### config.mk
export PLATFORM = sky130hd
export DESIGN_NAME = data_cache
export DESIGN_NICKNAME = d
export VERILOG_FILES = /design/src/rtl/dcache_pkg.sv /design/src/rtl/dcache_array.sv /design/src/rtl/data_cache.sv
export SDC_FILE = /design/constraint.sdc
export NUM_CORES = 1
export LEC_CHECK = 0
export BUFFER_PORTS_ARGS = -buffer_cell sky130_fd_sc_hd__buf_2
export CORE_UTILIZATION = 45
export DETAILED_ROUTE_END_ITERATION = 8
export MAX_ROUTING_LAYER = met4
export PLACE_DENSITY = 0.74
export SYNTH_ARGS = -nofsm -noshare
export SYNTH_HDL_FRONTEND = slang
export SYNTH_HIERARCHICAL = 1
export SYNTH_SLANG_ARGS = --single-unit
### constraint.sdc
create_clock -name CLK -period 4.2 [get_ports CLK]
set_input_delay 0.42 -clock CLK [delete_from_list [all_inputs] [get_ports CLK]]
set_output_delay 0.42 -clock CLK [all_outputs]
set_load 0.02 [all_outputs]
### src/rtl/dcache_pkg.sv
`default_nettype none
// ============================================================================
// Module  : dcache_pkg
// Brief   : Shared geometry, FSM state encoding and byte-select helper.
// Revision: 1.0
// ============================================================================
package dcache_pkg;
  localparam int NUM_BLOCKS  = 8;
  localparam int BLOCK_BYTES = 4;
  localparam int ADDR_W      = 8;
  localparam int INDEX_W     = $clog2(NUM_BLOCKS);
  localparam int OFFSET_W    = $clog2(BLOCK_BYTES);
  localparam int TAG_W       = ADDR_W - INDEX_W - OFFSET_W;
  localparam int LINE_W      = 8 * BLOCK_BYTES;
  localparam int MEM_ADDR_W  = TAG_W + INDEX_W;

  typedef enum logic [1:0] {
    IDLE      = 2'd0,
    WRITEBACK = 2'd1,
    ALLOCATE  = 2'd2,
    UPDATE    = 2'd3
  } state_t;

  function automatic logic [7:0] get_byte(input logic [LINE_W-1:0] line,
                                          input logic [OFFSET_W-1:0] off);
    return line[{off, 3'b000} +: 8];
  endfunction
endpackage
`default_nettype wire

### src/rtl/dcache_array.sv
`default_nettype none
// ============================================================================
// Module  : dcache_array
// Brief   : Data/tag/valid/dirty storage; async read, sync byte write and line fill.
// Revision: 1.0
// ============================================================================
module dcache_array
  import dcache_pkg::*;
(
  input  logic                clk,
  input  logic                rst_n,
  input  logic [INDEX_W-1:0]  i_rd_index,
  output logic [LINE_W-1:0]   o_rd_line,
  output logic [TAG_W-1:0]    o_rd_tag,
  output logic                o_rd_valid,
  output logic                o_rd_dirty,
  input  logic                i_wr_en,
  input  logic [INDEX_W-1:0]  i_wr_index,
  input  logic [OFFSET_W-1:0] i_wr_offset,
  input  logic [7:0]          i_wr_byte,
  input  logic                i_fill_en,
  input  logic [INDEX_W-1:0]  i_fill_index,
  input  logic [TAG_W-1:0]    i_fill_tag,
  input  logic [LINE_W-1:0]   i_fill_line
);
  logic [LINE_W-1:0]     r_data [NUM_BLOCKS];
  logic [TAG_W-1:0]      r_tag  [NUM_BLOCKS];
  logic [NUM_BLOCKS-1:0] r_valid;
  logic [NUM_BLOCKS-1:0] r_dirty;

  assign o_rd_line  = r_data[i_rd_index];
  assign o_rd_tag   = r_tag[i_rd_index];
  assign o_rd_valid = r_valid[i_rd_index];
  assign o_rd_dirty = r_dirty[i_rd_index];

  // Only the status bits are reset; data and tags are meaningless while invalid.
  always_ff @(posedge clk or negedge rst_n) begin
    if (!rst_n) begin
      r_valid <= '0;
      r_dirty <= '0;
    end else if (i_fill_en) begin
      r_valid[i_fill_index] <= 1'b1;
      r_dirty[i_fill_index] <= 1'b0;
    end else if (i_wr_en) begin
      r_dirty[i_wr_index] <= 1'b1;
    end
  end

  always_ff @(posedge clk) begin
    if (i_fill_en) begin
      r_data[i_fill_index] <= i_fill_line;
      r_tag[i_fill_index]  <= i_fill_tag;
    end else if (i_wr_en) begin
      r_data[i_wr_index][{i_wr_offset, 3'b000} +: 8] <= i_wr_byte;
    end
  end
endmodule
`default_nettype wire

### src/rtl/data_cache.sv
`default_nettype none
// ============================================================================
// Module  : data_cache
// Brief   : Direct-mapped write-back/write-allocate data cache with miss FSM.
// Revision: 1.0
// ============================================================================
module data_cache
  import dcache_pkg::*;
(
  input  logic                  CLK,
  input  logic                  RESET,
  input  logic                  READ,
  input  logic                  WRITE,
  input  logic [ADDR_W-1:0]     ADDRESS,
  input  logic [7:0]            WRITEDATA,
  output logic [7:0]            READDATA,
  output logic                  BUSYWAIT,
  output logic                  mem_read,
  output logic                  mem_write,
  output logic [MEM_ADDR_W-1:0] mem_address,
  output logic [LINE_W-1:0]     mem_writedata,
  input  logic [LINE_W-1:0]     mem_readdata,
  input  logic                  mem_busywait
);
  state_t              r_state;
  state_t              w_next_state;
  logic                r_mem_read;
  logic                r_mem_write;
  logic [LINE_W-1:0]   r_fill_line;

  logic [TAG_W-1:0]    w_tag;
  logic [INDEX_W-1:0]  w_index;
  logic [OFFSET_W-1:0] w_offset;
  logic [LINE_W-1:0]   w_line;
  logic [TAG_W-1:0]    w_line_tag;
  logic                w_valid;
  logic                w_dirty;
  logic                w_hit;
  logic                w_req;
  logic                w_idle;

  assign w_tag    = ADDRESS[ADDR_W-1 -: TAG_W];
  assign w_index  = ADDRESS[OFFSET_W +: INDEX_W];
  assign w_offset = ADDRESS[OFFSET_W-1:0];
  assign w_hit    = w_valid && (w_line_tag == w_tag);
  assign w_req    = READ || WRITE;
  assign w_idle   = (r_state == IDLE);

  dcache_array u_array (
    .clk          (CLK),
    .rst_n        (RESET),
    .i_rd_index   (w_index),
    .o_rd_line    (w_line),
    .o_rd_tag     (w_line_tag),
    .o_rd_valid   (w_valid),
    .o_rd_dirty   (w_dirty),
    .i_wr_en      (w_idle && WRITE && w_hit),
    .i_wr_index   (w_index),
    .i_wr_offset  (w_offset),
    .i_wr_byte    (WRITEDATA),
    .i_fill_en    (r_state == UPDATE),
    .i_fill_index (w_index),
    .i_fill_tag   (w_tag),
    .i_fill_line  (r_fill_line)
  );

  always_comb begin
    w_next_state = r_state;
    case (r_state)
      IDLE:      if (w_req && !w_hit) w_next_state = (w_valid && w_dirty) ? WRITEBACK : ALLOCATE;
      WRITEBACK: if (!mem_busywait) w_next_state = ALLOCATE;
      ALLOCATE:  if (!mem_busywait) w_next_state = UPDATE;
      UPDATE:    w_next_state = IDLE;
      default:   w_next_state = IDLE;
    endcase
  end

  // Memory strobes are flopped from the next state so they never glitch on transitions.
  always_ff @(posedge CLK or negedge RESET) begin
    if (!RESET) begin
      r_state     <= IDLE;
      r_mem_read  <= 1'b0;
      r_mem_write <= 1'b0;
      r_fill_line <= '0;
    end else begin
      r_state     <= w_next_state;
      r_mem_read  <= (w_next_state == ALLOCATE);
      r_mem_write <= (w_next_state == WRITEBACK);
      if (r_state == ALLOCATE && !mem_busywait)
        r_fill_line <= mem_readdata;
    end
  end

  assign mem_read      = r_mem_read;
  assign mem_write     = r_mem_write;
  assign mem_address   = r_mem_write ? {w_line_tag, w_index} :
                         r_mem_read  ? {w_tag, w_index} : '0;
  assign mem_writedata = r_mem_write ? w_line : '0;

  assign BUSYWAIT = RESET && (!w_idle || (w_req && !w_hit));
  assign READDATA = (w_idle && READ && !WRITE && w_hit) ? get_byte(w_line, w_offset) : 8'h00;
endmodule
`default_nettype wire

After elaboration in Yosys (flattened, before gate mapping)

Memories as Yosys holds them, arrays and structs flattened.
Index checks and enable logic that the tools add are counted.

Add/subtract/negate cells: 1
$mul: 0
Div/mod/pow operators: 0
Magnitude comparators: 2
Equal/unequal tests: 6
Shift-type cells: 3
Mux-type cells: 54
Bitwise operators: 36
Reductions and logical operators: 19

Operators by type and width:

| operator                 | number |
|---|---|
| $mux W32                 | 2 |
| $mux W1                  | 39 |
| $or A1 B1 Y1             | 32 |
| $shift A8 B7 Y32 const A | 1 |
| $shiftx A32 B6 Y8        | 1 |
| $shiftx A8 B7 Y32        | 1 |
| $mux W8                  | 3 |
| $or A8 B8 Y8             | 2 |
| $mux W6                  | 2 |
| $logic_and A1 B1 Y1      | 11 |
| $and A8 B8 Y8            | 1 |
| $mux W2                  | 4 |
| $not A8 Y8               | 1 |
| $pmux W2 S4              | 1 |
| $neg A5 Y7               | 1 |
| $bmux W1 S3              | 2 |
| $eq A2 B2 Y1 const B     | 3 |
| $eq A2 B1 Y1 const B     | 2 |
| $logic_not A1 Y1         | 4 |
| $lt A3 B4 Y1 const B     | 1 |
| $demux W1 S3             | 1 |
| $eq A3 B3 Y1             | 1 |
| $ge A3 B1 Y1 const B     | 1 |
| $logic_not A2 Y1         | 1 |
| other kinds (2)          | 3 |

Register bits after elaboration: 52
Latch bits: 0
Bits in writable memories: 280
Bits in read-only memories: 0
Output and inout port bits: 49
Word-level logic and storage cells: 129
Memories kept: 2

Memories:

| memory         | words | bits a word | read ports | clocked after Yosys merged registers in | wr ports | line               | RTL |
|---|---|---|---|---|---|---|---|
| u_array.r_data | 8     | 32          | 1          | 0                                       | 1        | dcache_array.sv:26 | `logic [LINE_W-1:0] r_data [NUM_BLOCKS];` |
| u_array.r_tag  | 8     | 3           | 1          | 0                                       | 1        | dcache_array.sv:27 | `logic [TAG_W-1:0] r_tag [NUM_BLOCKS];` |

Depth between registers and ports, before layout

Gate-level depths: netlist of run 1.

Depth after elaboration: 8
Mapped depth: 12
Gate-level depth less buffers: 8

Hierarchy

The synthesis of run 1 kept the hierarchy.

By module, submodules not included:

| module       | instances | cells each | area an instance (um^2) | seq. area each (um^2) |
|---|---|---|---|---|
| dcache_array | 1         | 636        | 12359.4                 | 8808.4 |
| data_cache   | 1         | 166        | 1998.2                  | 900.9 |

Worst setup path after synthesis of run 1

Ideal clock, no wire load.

Kind: input to register
From: input ADDRESS[3]
To: memory u_array/r_data[6][0] (netlist name), enable pin
Arrival: 3.800 ns
Path slack: 0.002 ns
Stages on the path: 12
Buffers on the path: 4
Path through: buf_6 buf_6 mux4_2 mux2_2 xnor2_1 nand4_1 nor2_1 buf_2 and2b_2 o41ai_4 buf_2 o41ai_1

Cells in the longest elaborated chain, start to end: 8
Elaborated cells between the ends (all ways): 10
Classes of those cells: 1 x eq/ne; 5 x mux; 1 x bitwise; 2 x reduce/logical; 1 x memory

Ends and longest elaborated chain:

| item                           | line               | RTL |
|---|---|---|
| start: declaration             | data_cache.sv:14   | `input logic [ADDR_W-1:0] ADDRESS,` |
| $mem_v2 Z8 W3                  | -                  |  |
| named net w_line_tag[2]        | data_cache.sv:35   | `logic [TAG_W-1:0] w_line_tag;` |
| $eq A3 B3 Y1                   | data_cache.sv:45   | `assign w_hit = w_valid && (w_line_tag == w_tag);` |
| $logic_and A1 B1 Y1            | data_cache.sv:45   |  |
| $logic_and A1 B1 Y1            | data_cache.sv:57   | `.i_wr_en (w_idle && WRITE && w_hit),` |
| $mux W1                        | dcache_array.sv:53 | `end else if (i_wr_en) begin` |
| $mux W1                        | dcache_array.sv:50 | `if (i_fill_en) begin` |
| $mux W32 (not written as such) | dcache_array.sv:54 | `r_data[i_wr_index][{i_wr_offset, 3'b000} +: 8] <= i_wr_byte;` |
| $or A1 B1 Y1 (no line)         | -                  |  |
| end: declaration               | dcache_array.sv:26 |  |

The timed path passes the listed nets, and every way through them passes these cells. The select of a mux whose other input is x is not followed.

Worst setup path in the final report of run 1

From: input ADDRESS[3]
To: output READDATA[5]

Elaborated cells between the ends (all ways): 9
Classes of those cells: 1 x eq/ne; 1 x shift; 3 x mux; 2 x reduce/logical; 2 x memory

RTL lines:

| item                 | line              | RTL |
|---|---|---|
| $mem_v2 Z8 W32       | -                 |  |
| named net w_line[29] | data_cache.sv:34  | `logic [LINE_W-1:0] w_line;` |
| $shiftx A32 B6 Y8    | dcache_pkg.sv:26  | `return line[{off, 3'b000} +: 8];` |
| $mux W8              | data_cache.sv:101 | `assign READDATA = (w_idle && READ && !WRITE && w_hit) ? get_byte(w_line, w_offset) : 8'h00;` |
| end: declaration     | data_cache.sv:16  | `output logic [7:0] READDATA,` |

The timed path passes the listed nets, and every way through them passes these cells. The select of a mux whose other input is x is not followed.

==> summary.md, run 1 <==
| Metric | Value |
|---|---|
| Outcome | `complete, no violations` |
| Unrepaired setup endpoints after global routing | `false` |
| #FFs+latches synth | `roughly 330` |
| Clock tree buffer depth | `3` |
| Root buffer cell | `clkbuf_16` |
| Post_cts resized | `0` |
| Max VDD drop | `between 300 and 400 uV` |
| Fmax | `273.3 MHz` |
| Worst slew pin tran | `920.1 ps` |
| Area after DPL | `15,470 um^2` |
| Post-route clock period utilization | `0.8713` |
| Crit path time final | `~3700 ps` |
| Drt wl/cell | `24.67 um` |
| Crit end category | `primary output` |
| Largest net degree at the start of global routing | `53` |
| Avg Synthesized Cell Area | `17.90 um^2` |
| Overflow after GRT | `0` |
| Layout Skew | `23.60 ps` |
| Fillers | `~2.4k` |
| Power per standard cell area | `546.6 nW/um^2` |
| Fin. Hold Viols | `0` |
| Via density | `5.795` |
| Htree depth | `2` |
| Clock transition at the registers of the reported paths | `roughly 60 ps` |
| 1st-pass router iterations | `5` |
| Leak | `slightly above 6 nW` |
| Synth Net Count | `859` |
| Number of routed nets with antenna violations | `0` |
| Setup violations, final | `0` |
| Nets | `998` |
| Max Cap Viol | `0` |
| Fin. max-slew vios | `0` |
| Clk_lat worst skew | `520 ps` |
| Ys Warns | `6` |
| CTS tree | `yes` |
| Worst setup margin | `540.7 ps` |
| Tot GR Track Use | `0.2193` |
| Logic pwr share | `0.181` |
| Share of post-route cells with drive strength above 1 | `0.3678` |
| Clock Power Share | `0.323` |
| Post-CTS Setup Inserts | `0` |
| Switching share of power | `0.2689` |
| Die height | `180.6 um` |
| First-pass GRT wire length | `slightly above 50 mm` |
| DRT Wirelength | `between 30 and 40 mm` |
| Pint | `6.628 mW` |
| Core box area | `31,470 um^2` |
| Final HPWL DP | `roughly 23 mm` |
| Critical path class | `in -> out` |
| Via count | `just under 8k` |
| # clock sinks | `332` |
| Finished Core Util | `0.5269` |
| Relative slew slack | `0.3853` |
| Vias in the first global route | `8,111` |
| Syn Inst Count | `802` |
| Synthesized cell area | `14,360 um^2` |
| CP Data Required Time | `3780 ps` |
| Routability cong. | `0.8339` |
| Worst-path fanout max | `36` |
| Pre-CTS setup slack | `about 280 ps` |
| Row Count | `65` |
| Die width | `180.6 um` |
| Finished Cell Area | `16,580 um^2` |
| Startpoint types | `input port` |
| P&R area growth vs syn | `15.51%` |
| Sw power | `2.437 mW` |
| Starting Density | `0.4562` |
| I/O pin total | `102` |
| Reg power frac | `0.496` |
| Sequential-to-total area share from yosys stat | `0.6763` |
| CTS buffer count | `35` |
| Post-synth cell types | `39` |
| WP data arrival | `3240 ps` |
| Setup_tns | `0 ps` |
| DRC violations left | `0` |
| Hold WC Path Type | `in -> async` |
| Final Power | `9.065 mW` |
| Initial antenna violation count | `2` |
| Die area | `around 33,000 um^2` |
| # hold bufs at CTS | `0` |
| Buffers added on ports | `approximately 100` |
| Iteration-0 DRC Markers | `886` |
## cells by family (layout without fill, tap and decap cells)
group                      Yosys count  after routing  share of synthesized area
and+or+nand+nor                    143            143                    0.05577
other                                0              2                          0
buffers and inverters               85            251                    0.02963
adders and majority gates            4              4                   0.003486
muxes                              183            183                     0.2051
AOI/OAI and AO/OA                   52             52                    0.02797
xor gates and xnor gates             3              3                   0.001830
DFF                                332            332                     0.6763
## flip-flops by register name, summed over array words and instances (netlist names)
name	flops
mem_read	1
mem_write	1
r_fill_line	32
r_state	2
u_array/r_data	256
u_array/r_dirty	8
u_array/r_tag	24
u_array/r_valid	8
## power groups by stage
stage          Sequential [mW]  Combinational (mW)  Clock, mW
2_1_floorplan             4.50                1.10          0
3_3_place_gp              4.55                1.60          0
3_5_place_dp              4.56                1.66          0
4_1_cts                   4.49                1.66       2.98
5_1_grt                   4.53                1.78       3.11
6_report                  4.49                1.64       2.93
## stage by stage
| stage | hold WS, ps | instances |
|---|---|---|
| final | 120.1 | 1372 |
| after global routing | 113.9 | 1372 |
| after CTS | 119.7 | 1370 |
| after detailed placement | 447.6 | 1306 |
| after global placement | 444.5 | 1306 |
| after floorplan | 124.4 | 802 |
## final timing paths
check                                          startpoint  cells past startpoint                         endpoint  slack, ps
max                                            ADDRESS[3]                      7                      READDATA[5]        540
min                                                 RESET                      2      r_fill_line[26]$_DFFE_PN0P_        120
max in group asynchronous                           RESET                      2      r_fill_line[21]$_DFFE_PN0P_       3570
min reg2reg                u_array/r_valid[4]$_DFFE_PN0P_                      1   u_array/r_valid[4]$_DFFE_PN0P_        460
max reg2reg                u_array/r_valid[7]$_DFFE_PN0P_                      9  u_array/r_data[1][16]$_DFFE_PP_        930
min in group CLK                         mem_readdata[17]                      2      r_fill_line[17]$_DFFE_PN0P_        130
## critical path, cell delays in order
cell and delay [ps]:
buf_4 410, buf_4 580, mux4_2 580, mux2_2 330
mux4_2 520, nor3b_1 180, buf_2 190
## per-layer routing
metal	routed length, um	up-vias	share of wire	global-route usage
met5	0	-	0	-
li1	-	3429	-	-
met3	2429	53	0.072	0.04143
met1	14040	4111	0.41	0.2967
met4	826	0	0.024	0.06393
met2	16550	358	0.49	0.3395
## layout make-up
type,count,area (um^2),share of cell area
diodes,2,5.005,0.0003018
clock buffers,44,960.9,0.05794
clock inverters,20,146.4,0.008827
inverters,43,161.4,0.009732
multi-input cells,385,4253,0.2564
flip-flops and latches,332,9709,0.5854
well taps,402,503.0,0.03033
repair buffers,144,845.8,0.05100
## placed cells by master, fill, tap and decap left out, types with 9 or more instances in the layout
| cell type | count |
|---|---|
| nand2_1 | 52 |
| mux2_2 | 67 |
| buf_2 | 99 |
| dfrtp_1 | 52 |
| mux4_2 | 82 |
| clkinv_2 | 9 |
| inv_1 | 43 |
| clkbuf_16 | 36 |
| nand2b_1 | 12 |
| o31ai_1 | 26 |
| nor3b_1 | 13 |
| buf_4 | 44 |
| edfxtp_1 | 280 |
| mux2i_1 | 32 |
| and2_1 | 33 |
## cells in the mapped netlist, drive strengths merged
library cell	instances	area [um^2]
a21oi	6	30.03
o31ai	26	195.2
nand2	52	195.2
mux4	82	1847
xnor2	3	26.28
a32o	4	40.04
o41ai	5	62.56
nand4	2	12.51
mux2i	32	320.3
dfrtp	52	1301
and2	33	206.5
nor3	1	5.000
nand3	2	10.01
nor3b	14	116.4
o21ai	6	30.03
a22o	3	26.28
ha	4	50.05
inv	43	161.4
and3b	1	8.760
edfxtp	280	8408
and2b	2	16.27
mux2	69	777.0
nand2b	12	75.07
nand4b	7	61.31
a21boi	1	7.510
clkbuf	9	33.78
nor2	7	26.28
buf	33	230.2
or2	1	6.260
a41o	1	10.01
nor2b	7	43.79
or3b	2	17.52
No activity file was read; power rests on OpenSTA's default activity.
==> run 2: changes to the inputs <==
--- a/config.mk
+++ b/config.mk
@@ -6,10 +6,12 @@
 export NUM_CORES = 1
 export LEC_CHECK = 0
 export BUFFER_PORTS_ARGS = -buffer_cell sky130_fd_sc_hd__buf_2
-export CORE_UTILIZATION = 45
+export CELL_PAD_IN_SITES_DETAIL_PLACEMENT = 1
+export CELL_PAD_IN_SITES_GLOBAL_PLACEMENT = 2
+export CORE_UTILIZATION = 46
 export DETAILED_ROUTE_END_ITERATION = 8
 export MAX_ROUTING_LAYER = met4
-export PLACE_DENSITY = 0.74
+export PLACE_DENSITY = 0.92
 export SYNTH_ARGS = -nofsm -noshare
 export SYNTH_HDL_FRONTEND = slang
 export SYNTH_HIERARCHICAL = 1
==> run 2 against run 1 <==
Sequential cell count is the same. Utilization up 1.4 points. Critical path depth unchanged. Register-to-register slack worse by 110 ps. Critical endpoint is now READDATA[6]. Clock power rose by 6%. First-iteration DRC count is 11% lower. Non-clock buffer count shrank 1. Highest routed layer unchanged. Maximum frequency grew 5.9%. Wire length up 12%. Via count rose by 1.8%. Hold slack improved by 6.3 ps.
==> summary.md, run 2 (same netlist as run 1, synthesis figures left out) <==
| Metric | Value |
|---|---|
| Regs by FF count | `u_array/r_data (256), r_fill_line (32), u_array/r_tag (24)` |
| Overflow after GRT | `0 (unchanged)` |
| Setup violations, final | `0 (unchanged)` |
| Family with the most delay on the worst path | `multiplexers` |
| Die width | `178.7 um (-1.1%)` |
| 1st-pass router iterations | `5 (unchanged)` |
| Root buffer cell | `clkbuf_16` |
| Antenna Cells | `0 (-2)` |
| WP data arrival | `3030 ps (-210 ps)` |
| CP Data Required Time | `3780 ps (about the same)` |
| Biggest register | `u_array/r_data` |
| Fin. Hold Viols | `0 (unchanged)` |
| Clk_lat worst skew | `510 ps (about the same)` |
| Stages on worst setup path | `7 (unchanged)` |
| Post-route clock period utilization | `0.8224 (-0.04883)` |
| Via density | `5.950 (+2.7%)` |
| Post_cts resized | `0 (unchanged)` |
| CP max stage delay | `610 ps (+30 ps)` |
| Most common cell after layout, fill and taps aside | `edfxtp_1` |
| Multi-input logic area | `4238 um^2 (-0.35%)` |
| Hold WC Path Type | `in -> reg` |
| CTS buffer count | `36 (+2.9%)` |
| Clock tree buffer depth | `3 (unchanged)` |
| Worst Setup SP | `ADDRESS[3]` |
| Reg-to-Reg End | `u_array/r_data[7][9]$_DFFE_PP_` |
| Largest net degree at the start of global routing | `81 (+53%)` |
| Max Cap Viol | `0 (unchanged)` |
| Nets | `998 (unchanged)` |
| CTS tree | `yes` |
| Worst slew pin tran | `844.8 ps (-75.35 ps)` |
| Via count | `8,098 (+1.8%)` |
| End point of the critical path | `READDATA[6]` |
| Relative slew slack | `0.4368 (+0.05156)` |
| CP most frequent cell | `mux4_2` |
| Core box area | `30,670 um^2 (-2.6%)` |
| Vias in the first global route | `8,494 (+4.7%)` |
| P&R area growth vs syn | `15.62% (about the same)` |
| Origin of the critical flop-to-flop path | `u_array/r_tag[3][2]$_DFFE_PP_` |
| Row Count | `64 (-1.5%)` |
| Number of routed nets with antenna violations | `0 (unchanged)` |
| Die height | `178.7 um (-1.1%)` |
| Tot GR Track Use | `0.2549 (+0.03557)` |
| Critical-path cell list | `buf_4, buf_12, mux4_2, mux2_2, mux4_2, nor3b_1, buf_2` |
| Crit end category | `primary output` |
| Outcome | `complete, no violations` |
| Crit path time final | `3454 ps (-205.1 ps)` |
| DRC violations left | `0 (unchanged)` |
| Buffers added on ports | `101 (unchanged)` |
| Share of post-route cells with drive strength above 1 | `0.3575 (-0.01026)` |
| Leak | `6.223 nW (about the same)` |
| Initial antenna violation count | `1 (-1)` |
| Startpoint types | `input port` |
| Pre-CTS setup slack | `532.5 ps (+254.9 ps)` |
| DRT Wirelength | `37.93 mm (+12%)` |
| Reg-to-reg setup timing slack | `820 ps (-110 ps)` |
| Fmax | `289.5 MHz (+5.9%)` |
| Finished Cell Area | `16,600 um^2 (about the same)` |
| Htree depth | `2 (unchanged)` |
| Worst setup margin | `745.8 ps (+205.1 ps)` |
| Worst-path fanout max | `80 (+120%)` |
| CP bufs+invs | `3 (unchanged)` |
| Area after DPL | `15,450 um^2 (-0.11%)` |
| Post-CTS Setup Inserts | `0 (unchanged)` |
| Worst-path cell with the longest stage delay | `mux4_2` |
| Fillers | `2,840 (+16%)` |
| # clock sinks | `332 (unchanged)` |
| Max VDD drop | `312.0 uV (-0.13%)` |
| First-pass GRT wire length | `55.78 mm (+8.6%)` |
| Final HPWL DP | `24.68 mm (+6.7%)` |
| I/O pin total | `102 (unchanged)` |
| Routability cong. | `0.7967 (-4.5%)` |
| Reg area | `9709 um^2 (unchanged)` |
| Starting Density | `0.4681 (+0.01197)` |
| Fin. max-slew vios | `0 (unchanged)` |
| Critical path class | `in -> out` |
| Worst reg2reg path depth | `10 (+1)` |
| Setup_tns | `0 ps (unchanged)` |
| Power per standard cell area | `559.4 nW/um^2 (+2.4%)` |
| Most frequent cells in the layout | `edfxtp_1, buf_2, mux4_2` |
| Die area | `31,920 um^2 (-2.1%)` |
| Unrepaired setup endpoints after global routing | `false` |
| Clock transition at the registers of the reported paths | `60 ps (about the same)` |
| Iteration-0 DRC Markers | `792 (-11%)` |
| Drt wl/cell | `27.87 um (+13%)` |
| Max reg flops | `256 (unchanged)` |
| # hold bufs at CTS | `0 (unchanged)` |
| Layout Skew | `8.496 ps (-15.11 ps)` |
==> run 2: layout make-up <==
class                   count  area share
inverters                  43    0.009723
repair buffers            143     0.05125
well taps                 396     0.02985
flip-flops and latches    332      0.5849
clock buffers              48     0.05887
multi-input cells         385      0.2553
clock inverters            14     0.01010
==> run 2: worst min-delay path by stage <==
stage / startpoint / end / slack [ps] / cells after the start
after floorplan: RESET / mem_read$_DFF_PN0_ / 120 / 0
after global placement: u_array/r_valid[5]$_DFFE_PN0P_ / u_array/r_valid[5]$_DFFE_PN0P_ / 450 / 1
after detailed placement: u_array/r_valid[5]$_DFFE_PN0P_ / u_array/r_valid[5]$_DFFE_PN0P_ / 450 / 1
after CTS: mem_readdata[31] / r_fill_line[31]$_DFFE_PN0P_ / 120 / 2
after global routing: mem_readdata[31] / r_fill_line[31]$_DFFE_PN0P_ / 130 / 2
final: mem_readdata[31] / r_fill_line[31]$_DFFE_PN0P_ / 130 / 2
==> run 2: routing by layer <==
layer  track usage  wire length [um]  vias up
li1              -                 -     3429
met4       0.09181              1300        0
met2        0.4028             18370      355
met1        0.3309             15240     4229
met5             -                 0        -
met3       0.04856              3019       85
==> run 2: worst register-to-register path, stage by stage, from the launching register on <==
cell and delay, ps:
edfxtp_1 420, mux4_2 460, mux2_2 300, xnor2_1 190
nand4_1 170, nor2_1 160, and2b_2 260, o41ai_4 180
buf_4 260, o31ai_1 390, buf_4 270
==> run 2: stage by stage <==
stage | instances | utilization | hold WS, ps | total power [mW]
floorplan | 802 | - | 124.4 | 5.603
global placement | 1299 | 0.5039 | 448.6 | 6.116
detailed placement | 1299 | 0.5039 | 452.0 | 6.233
CTS | 1361 | 0.5412 | 115.2 | 9.341
global route | 1361 | 0.5412 | 130.5 | 9.614
finish | 1361 | 0.5412 | 126.3 | 9.286
==> run 2: report_power, final <==
group          switching (mW)  internal [mW]
sequential              0.170           4.33
combinational            1.08          0.605
clock                    1.23           1.88
==> run 3: changes to the inputs <==
--- a/config.mk
+++ b/config.mk
@@ -8,10 +8,10 @@
 export BUFFER_PORTS_ARGS = -buffer_cell sky130_fd_sc_hd__buf_2
 export CELL_PAD_IN_SITES_DETAIL_PLACEMENT = 1
 export CELL_PAD_IN_SITES_GLOBAL_PLACEMENT = 2
-export CORE_UTILIZATION = 46
+export CORE_UTILIZATION = 41
 export DETAILED_ROUTE_END_ITERATION = 8
 export MAX_ROUTING_LAYER = met4
-export PLACE_DENSITY = 0.92
+export PLACE_DENSITY = 0.87
 export SYNTH_ARGS = -nofsm -noshare
 export SYNTH_HDL_FRONTEND = slang
 export SYNTH_HIERARCHICAL = 1
==> constraint.sdc (replaced) <==
create_clock -name CLK -period 2.9 [get_ports CLK]
set_input_delay 0.29 -clock CLK [delete_from_list [all_inputs] [get_ports CLK]]
set_output_delay 0.29 -clock CLK [all_outputs]
set_load 0.02 [all_outputs]
==> run 3 against run 2 <==
The flow now finishes with violations (negative hold slack, negative setup slack). Combinational power increased by 110%. Clock power increased by 49%. Global-route usage decreased by 2.5 points. Power increased by 58%. First-iteration DRC count decreased by 16%. Via count increased by 2.8%. Wire length increased by 2.9%. Critical path depth increased by 5. Clock skew increased by 17 ps. Critical endpoint is now u_array/r_data[6][11]$_DFFE_PP_. Cell area increased by 13%.
==> summary.md, run 3 (same netlist as run 1, synthesis figures left out) <==
| Metric | Value |
|---|---|
| Most common cell after layout, fill and taps aside | `edfxtp_1` |
| Setup_tns | `-103,280 ps (-103,280 ps)` |
| Critical path class | `reg -> reg` |
| Setup violations, final | `488 (+488)` |
| Nets | `1,109 (+11%)` |
| Htree depth | `2 (unchanged)` |
| Die area | `35,770 um^2 (+12%)` |
| Via density | `5.412 (-9.0%)` |
| Layout Skew | `25.28 ps (+16.78 ps)` |
| Power per standard cell area | `782.2 nW/um^2 (+40%)` |
| Logic pwr share | `0.242 (+0.061)` |
| Row Count | `68 (+6.3%)` |
| Worst reg2reg path depth | `12 (+2)` |
| Clk_lat worst skew | `520 ps (about the same)` |
| Overflow after GRT | `0 (unchanged)` |
| Regs by FF count | `u_array/r_data (256), r_fill_line (32), u_array/r_tag (24)` |
| DRT Wirelength | `39.02 mm (+2.9%)` |
| Unrepaired setup endpoints after global routing | `true` |
| Reg area | `9709 um^2 (unchanged)` |
| CTS buffer count | `35 (-2.8%)` |
| Most frequent cells in the layout | `edfxtp_1, buf_4, buf_2` |
| Crit path time final | `approximately 3200 ps` |
| Starting Density | `0.4167 (-0.05147)` |
| Fmax | `~310 MHz` |
| Initial antenna violation count | `2 (+1)` |
| Clock Power Share | `0.315 (-0.019)` |
| CP most frequent cell | `buf_12` |
| Reg-to-Reg End | `u_array/r_data[6][11]$_DFFE_PP_` |
| CTS tree | `yes` |
| I/O pin total | `102 (unchanged)` |
| Buffers added on ports | `101 (unchanged)` |
| Routability cong. | `0.7896 (-0.89%)` |
| Core box area | `34,460 um^2 (+12%)` |
| Post-route clock period utilization | `1.099` |
| 1st-pass router iterations | `4 (-1)` |
| Outcome | `finished, violations left` |
| Hold WC Path Type | `in -> async` |
| Vias in the first global route | `8,879 (+4.5%)` |
| CP Data Required Time | `3120 ps (-660 ps)` |
| Tot GR Track Use | `0.2297 (-0.02519)` |
| Share of post-route cells with drive strength above 1 | `0.4814 (+0.1239)` |
| Failing checks | `negative hold slack, negative setup slack` |
| Reg-to-reg setup timing slack | `-290 ps (-1110 ps)` |
| Relative slew slack | `0.4934 (+0.05657)` |
| Origin of the critical flop-to-flop path | `u_array/r_tag[7][2]$_DFFE_PP_` |
| Worst slew pin tran | `755.9 ps (-88.85 ps)` |
| Sw power | `4.044 mW (+63%)` |
| Switching share of power | `0.2752 (+0.008467)` |
| Via count | `8,324 (+2.8%)` |
| Max VDD drop | `617.7 uV (+98%)` |
| Die width | `189.1 um (+5.9%)` |
| Hold Worst Slack | `-14.72 ps (-141.1 ps)` |
| DRC violations left | `0 (unchanged)` |
| Reg power frac | `0.443 (-0.041)` |
| Fin. Hold Viols | `10 (+10)` |
| P&R area growth vs syn | `30.81%` |
| Fillers | `3,175 (+12%)` |
| Clock tree buffer depth | `3 (unchanged)` |
| Iteration-0 DRC Markers | `662 (-16%)` |
| Startpoint types | `register` |
| CP max stage delay | `520 ps (-90 ps)` |
| Largest net degree at the start of global routing | `57 (-30%)` |
| # clock sinks | `332 (unchanged)` |
| Crit end category | `register` |
| Fin. max-slew vios | `0 (unchanged)` |
| Critical-path cell list | `mux4_2, mux2_4, xnor2_2, nand4_1, nor2_1, buf_4, and2b_2, o41ai_4, buf_12, buf_12, o41ai_4, buf_12` |
| Number of routed nets with antenna violations | `0 (unchanged)` |
| Final HPWL DP | `27.09 mm (+9.8%)` |
| Worst setup margin | `-287.9 ps (-1034 ps)` |
| Worst-path fanout max | `12 (-85%)` |
| Pint | `10.65 mW (+56%)` |
| First-pass GRT wire length | `57.80 mm (+3.6%)` |
| Drt wl/cell | `25.37 um (-9.0%)` |
| Biggest register | `u_array/r_data` |
| Root buffer cell | `clkbuf_16` |
| WP data arrival | `3410 ps (+380 ps)` |
| Max Cap Viol | `0 (unchanged)` |
| Die height | `189.1 um (+5.9%)` |
| Max reg flops | `256 (unchanged)` |
| Clock transition at the registers of the reported paths | `60 ps (about the same)` |
| Worst-path cell with the longest stage delay | `mux4_2` |
| Multi-input logic area | `4827 um^2 (+14%)` |
| Leak | `6.957 nW (+12%)` |
## run 3: how the worst max path moves through the flow
stage,cells after the start,slack [ps],to,from
2_1_floorplan,12,-440,u_array/r_data[6][0]$_DFFE_PP_,ADDRESS[3]
3_3_place_gp,12,-340,u_array/r_data[6][2]$_DFFE_PP_,ADDRESS[3]
3_5_place_dp,12,-510,u_array/r_data[6][26]$_DFFE_PP_,ADDRESS[3]
4_1_cts,11,-320,u_array/r_data[6][28]$_DFFE_PP_,u_array/r_tag[7][2]$_DFFE_PP_
5_1_grt,12,-380,u_array/r_data[6][11]$_DFFE_PP_,u_array/r_tag[7][2]$_DFFE_PP_
6_report,12,-290,u_array/r_data[6][11]$_DFFE_PP_,u_array/r_tag[7][2]$_DFFE_PP_
## run 3: final cells by class
class / instances / share of cell area
inverter: 43 / 0.008594
clock buffer: 45 / 0.04977
multi-input combinational: 385 / 0.2570
sequential: 332 / 0.5170
antenna: 5 / 0.0006662
tap: 455 / 0.03031
timing repair buffer: 255 / 0.1233
clock inverter: 18 / 0.01332
## run 3: layer usage
metal / GRT usage / part of all wire / vias up / routed length [um]
met1: 0.3004 / 0.42 / 4350 / 16480
li1: - / - / 3661 / -
met2: 0.3775 / 0.50 / 264 / 19590
met5: - / 0 / - / 0
met3: 0.04022 / 0.060 / 49 / 2355
met4: 0.04901 / 0.015 / 0 / 599
## run 3: per-stage QoR
stage	cells	instance area [um^2]	power [mW]	worst slack, ps	utilization
final	1538	18780	14.69	-287.9	0.5450
after floorplan	802	14960	8.380	-437.9	-
after global routing	1534	18770	15.24	-380.2	0.5447
after CTS	1532	18750	14.79	-321.7	0.5440
after detailed placement	1448	17240	10.10	-505.6	0.5004
after global placement	1448	17240	9.847	-337.8	0.5004
## run 3: power by group through the flow
stage	registers [mW]	clock network [mW]	logic, mW
after floorplan	6.51	0	1.87
after global placement	6.56	0	3.29
after detailed placement	6.61	0	3.49
after CTS	6.51	4.72	3.56
after global routing	6.56	4.89	3.79
final	6.50	4.62	3.56
## run 3: timing repair
action / CTS / global route
setup buffers: 15 / 2
cloned: 2 / 0
hold endpoints to repair: 7 / 0
endpoints found under the setup margin: 489 / 489
pin swaps: 6 / 2
hold buffers: 7 / 0
gates resized for setup: 22 / 4
## run 3: worst max-delay path: cells and delay by family, from the launching register on
kind / cells / cell delay [ps]
AOI/OAI and AO/OA: 2 / 390
xor gates and xnor gates: 1 / 150
buffers and inverters: 4 / 640
DFF: 1 / 400
muxes: 2 / 820
and+or+nand+nor: 3 / 510
